`config.mk`:
```
export PLATFORM = sky130hd
export DESIGN_NAME = cos_ctrl
export DESIGN_NICKNAME = d
export VERILOG_FILES = /design/src/rtl/cos_ctrl.sv
export SDC_FILE = /design/constraint.sdc
export NUM_CORES = 1
export LEC_CHECK = 0
export CORE_UTILIZATION = 30
export CTS_CLUSTER_SIZE = 20
export DETAILED_ROUTE_END_ITERATION = 10
export PLACE_DENSITY = 0.53
export SETUP_SLACK_MARGIN = 0.4
export SLEW_MARGIN = 20
export SYNTH_ARGS = -nofsm -noshare
export SYNTH_HDL_FRONTEND = slang
export SYNTH_SLANG_ARGS = --single-unit
```
`constraint.sdc`:
```
create_clock -name clk -period 2.2 [get_ports clk]
set_clock_uncertainty 0.1 [all_clocks]
set_input_delay 0.22 -clock clk [delete_from_list [all_inputs] [get_ports clk]]
set_output_delay 0.22 -clock clk [all_outputs]
set_load 0.1 [all_outputs]
```
`src/rtl/cos_ctrl.sv`:
```
// Control FSM for the cosine series-evaluation datapath: sequences load,
// multiply and accumulate strobes per term and terminates on TLTY or MAX_TERMS.
module cos_ctrl #(
    parameter int MAX_TERMS = 6,
    parameter int ITW       = 3
) (
    input  logic clk,
    input  logic rst,
    input  logic start,
    input  logic TLTY,
    input  logic repcnt0,
    output logic busy,
    output logic done,
    output logic ld0cnt,
    output logic inccnt,
    output logic rsel,
    output logic xsel,
    output logic ldx,
    output logic ldt,
    output logic ld1,
    output logic ldr,
    output logic en,
    output logic addsub
);

    typedef enum logic [2:0] {
        S_IDLE  = 3'd0,
        S_LOAD  = 3'd1,
        S_MULX1 = 3'd2,
        S_MULX2 = 3'd3,
        S_MULC  = 3'd4,
        S_ACC   = 3'd5,
        S_CHECK = 3'd6,
        S_DONE  = 3'd7
    } state_t;

    // acc marks the ACC state so addsub can be formed from the live repcnt0
    typedef struct packed {
        logic busy;
        logic done;
        logic ld0cnt;
        logic inccnt;
        logic rsel;
        logic xsel;
        logic ldx;
        logic ldt;
        logic ld1;
        logic ldr;
        logic en;
        logic acc;
    } strb_t;

    localparam logic [ITW-1:0] MAX_CNT = ITW'(MAX_TERMS);

    function automatic strb_t decode(input state_t s);
        strb_t r;
        r = '0;
        case (s)
            S_IDLE: r = '0;
            S_LOAD: begin
                r.busy   = 1'b1;
                r.ldx    = 1'b1;
                r.ld1    = 1'b1;
                r.ld0cnt = 1'b1;
            end
            S_MULX1, S_MULX2: begin
                r.busy = 1'b1;
                r.xsel = 1'b1;
                r.ldt  = 1'b1;
            end
            S_MULC: begin
                r.busy   = 1'b1;
                r.rsel   = 1'b1;
                r.ldt    = 1'b1;
                r.inccnt = 1'b1;
            end
            S_ACC: begin
                r.busy = 1'b1;
                r.en   = 1'b1;
                r.ldr  = 1'b1;
                r.acc  = 1'b1;
            end
            S_CHECK: r.busy = 1'b1;
            S_DONE:  r.done = 1'b1;
            default: r = '0;
        endcase
        return r;
    endfunction

    state_t         state_q, state_d;
    logic [ITW-1:0] term_cnt_q, term_cnt_d;
    strb_t          strb_q, strb_d;

    // Next-state, term counter and next-output decode
    always_comb begin
        state_d    = state_q;
        term_cnt_d = term_cnt_q;
        case (state_q)
            S_IDLE: begin
                if (start) begin
                    state_d = S_LOAD;
                end else begin
                    state_d = S_IDLE;
                end
            end
            S_LOAD: begin
                term_cnt_d = '0;
                state_d    = S_MULX1;
            end
            S_MULX1: state_d = S_MULX2;
            S_MULX2: state_d = S_MULC;
            S_MULC: begin
                if (term_cnt_q != MAX_CNT) begin
                    term_cnt_d = term_cnt_q + ITW'(1);
                end else begin
                    term_cnt_d = term_cnt_q;
                end
                state_d = S_ACC;
            end
            S_ACC: state_d = S_CHECK;
            S_CHECK: begin
                if (!TLTY) begin
                    state_d = S_DONE;
                end else if (term_cnt_q == MAX_CNT) begin
                    state_d = S_DONE;
                end else begin
                    state_d = S_MULX1;
                end
            end
            S_DONE:  state_d = S_IDLE;
            default: state_d = S_IDLE;
        endcase
        // Outputs are registered from the next state so they track state_q exactly
        strb_d = decode(state_d);
    end

    // State, term counter and output registers
    always_ff @(posedge clk or negedge rst) begin
        if (!rst) begin
            state_q    <= S_IDLE;
            term_cnt_q <= '0;
            strb_q     <= '0;
        end else begin
            state_q    <= state_d;
            term_cnt_q <= term_cnt_d;
            strb_q     <= strb_d;
        end
    end

    assign busy   = strb_q.busy;
    assign done   = strb_q.done;
    assign ld0cnt = strb_q.ld0cnt;
    assign inccnt = strb_q.inccnt;
    assign rsel   = strb_q.rsel;
    assign xsel   = strb_q.xsel;
    assign ldx    = strb_q.ldx;
    assign ldt    = strb_q.ldt;
    assign ld1    = strb_q.ld1;
    assign ldr    = strb_q.ldr;
    assign en     = strb_q.en;
    // First accumulated term has repcnt=1 and is subtracted
    assign addsub = strb_q.acc & ~repcnt0;

endmodule

```
==> impl_metrics.csv <==
group,metric,value,unit
synthesis,syn_nets,66,
worst_setup_path,cp_max_fo,4,
clocking,cts_tree,"built",
timing,finalCritPeriodShare,0.6577,
synthesis,synth_edf_count,0,
grt,grt_max_degree,14,
final_layout,syn2layout_area_growth,24.31,%
detailed_routing,postRouteAntennaNets,0,
placement,dpl.hpwl,803.7,µm
detailed_routing,vias,463,
synthesis,synth_common_cells,"dfrtp_1 (13), buf_4 (6), nor2_1 (5)",
placement,post_dp_cell_area,767.0,µm²
detailed_routing,wl_per_cell,11.35,µm
worst_setup_path,required,2.30,ns
synthesis,ys_async_sr_fraction,1.000,
timing,tightest_slew,0.5981,ns
floorplanning,core_area,1982,µm²
worst_setup_path,critPathMaxStageDelay,0.40,ns
worst_setup_path,regToRegSetupSlack,0.75,ns
flow_run,maxCapViolations,0,
synthesis,synthCells,59,
synthesis,yosysTopAreaCell,"dfrtp_1",
timing,holdWs,0.2096,ns
timing,final_hold_viol_count,0,
synthesis,yosys-top-cells-area,"dfrtp_1 (51%), buf_4 (7.1%), ha_1 (3.9%)",
synthesis,synth_compound_gate_area_share,0.1804,
floorplanning,die_x,48.12,µm
worst_setup_path,r2r-start,"term_cnt_q[0]",
grt,grt-ovfl-total,0,
detailed_routing,drt-initial-drc-count,1,
floorplanning,dieArea,2316,µm²
timing,fmax,691.1,MHz
synthesis,yosys.cell_count.top_type,"dfrtp_1",
synthesis,synth_adder_area_share,0.03922,
detailed_routing,postRouteWirelength,1124,µm
grt,gr-usage-all-layers,0.1112,
worst_setup_path,path_buf_inv,1,
clocking,cts_hold_buf,0,
worst_setup_path,cp.arrival,1.55,ns
worst_setup_path,cpLargestDelayFamily,"flip-flops",
synthesis,synthFlopType,"dfrtp_1",
timing,final.min_clock_period,1.447,ns
clocking,ctsResizeCount,0,
synthesis,synthMuxAreaShare,0,
clocking,numCtsBuffers,3,
synthesis,syn_area_per_cell,10.82,µm²
synthesis,synthSimpleGateAreaFrac,0.1333,
synthesis,yosysWarnings,0,
timing,final-max-slew-violation-count,0,
clocking,clkTransAtPathRegs,0.08,ns
final_layout,layout.nets,80,
synthesis,synth_xor_area_frac,0.02549,
synthesis,seq_area_frac_synth,0.5098,
clocking,cts.sinks,13,
worst_setup_path,cp-start-kind,"register",
worst_setup_path,crit_type,"reg -> reg",
worst_setup_path,worstSetupStartpoint,"term_cnt_q[0]",
clocking,cts_root_buf,"clkbuf_4",
grt,first_global_vias,370,
clocking,cts_setup_buffers,0,
floorplanning,die_h,48.12,µm
floorplanning,rows,16,
min_path,hold_path_class,"in -> async",
grt,grt_pass1_wl,1656,µm
clocking,clock_path_buffers,2,
detailed_routing,first_pass_iters,2,
final_layout,final_cell_area,793.3,µm²
synthesis,ys_seq_elements,13,
placement,portBuffers,16,
run_status,status,"complete, no violations",
worst_setup_path,cp_cell_sequence,"inv_1, ha_1, a21boi_2, and2b_1, a2bb2oi_1",
placement,gp_routability_congestion,0.7066,
worst_setup_path,slowest_stage,"dfrtp_1",
grt,antenna_found_initial,0,
final_layout,final_layout_size_suffix_gt1_frac,0.2778,
worst_setup_path,critPathCaptureType,"register",
final_layout,n_antenna_cell,0,
floorplanning,ios,17,
synthesis,synth.cell_area,638.1,µm²
synthesis,synth_top_family_by_area,"compound AO/OA/AOI/OAI gates",
floorplanning,start_util,0.3220,
timing,finalSetupViolations,0,
synthesis,synth_top_area_frac,0.5098,
clocking,h-tree-depth,1,
synthesis,synth.distinct_cells,25,
timing,rsz0062_at_grt,"false",
detailed_routing,drc_errors,0,
clocking,clock_latency,0.28,ns
timing,tns,0,ns
detailed_routing,viasPerCell,4.677,
timing,max-slew-margin-rel,0.6001,
## routing by layer
metal  GRT usage  wire (µm)  share of wire
met1      0.1287        515           0.46
met2      0.1730        508           0.45
met3     0.05556         80          0.071
met4     0.05000         21          0.019
met5           0          0              0
## layout by cell type (no fill, tap or decap)
| master | count |
|---|---|
| a311oi_1 | 2 |
| inv_1 | 3 |
| a32oi_1 | 2 |
| o21ai_0 | 2 |
| a2bb2oi_1 | 1 |
| o2bb2ai_1 | 1 |
| xor2_2 | 1 |
| a21oi_1 | 2 |
| nand2b_1 | 1 |
| o22a_1 | 1 |
| nor2_1 | 5 |
| clkbuf_4 | 3 |
| and3_1 | 2 |
| nand2_1 | 3 |
| nor2b_4 | 1 |
| buf_4 | 11 |
| buf_12 | 1 |
| a21o_1 | 1 |
| ha_1 | 2 |
| and2b_1 | 2 |
| inv_2 | 1 |
| a22o_1 | 1 |
| clkbuf_1 | 1 |
| o22ai_1 | 1 |
| dfrtp_2 | 1 |
| nor3_1 | 3 |
| a21boi_2 | 1 |
| dfrtp_1 | 12 |
| clkdlybuf4s50_1 | 4 |
## cell type report
class / count / area [µm²]
sequential: 13 / 326.6
clock buffer: 4 / 26.28
timing repair buffer: 16 / 142.6
multi-input combinational: 35 / 249.0
inverter: 4 / 15.01
fill: 195 / 1189
tap: 27 / 33.78
## state kept, by name, summed over array words and instances (netlist names)
name        cells
ldt             1
inccnt          1
strb_q          1
state_q         3
xsel            1
done            1
ld1             1
busy            1
term_cnt_q      3
## final timing paths
kind	endpoint	cells past startpoint
worst max-delay path	busy	5
worst min-delay path	state_q[0]	1
worst min register to register	term_cnt_q[0]	2
worst max register to register	busy	5
min in group clk	ld1	2
max in group asynchronous	strb_q[0]	1
## stage by stage
step                        util  setup WS [ns]  instances
after floorplan                -         0.5394         59
after global placement    0.3870         0.7846         95
after detailed placement  0.3870         0.7674         95
after CTS                 0.4003         0.7424         99
after global routing      0.4003         0.5734         99
final                     0.4003         0.7530         99
## logic make-up (layout without fill, tap and decap cells)
logic type,Yosys count,in the layout
buffers and inverters,11,24
flip-flops,13,13
AND/OR/NAND/NOR,17,17
adder cells (fa/ha/maj),2,2
AO/OA/AOI/OAI,15,15
XOR/XNOR,1,1
Power is not shown: default switching activity piles up to over one toggle a cycle in this logic, so the estimate is an artifact.
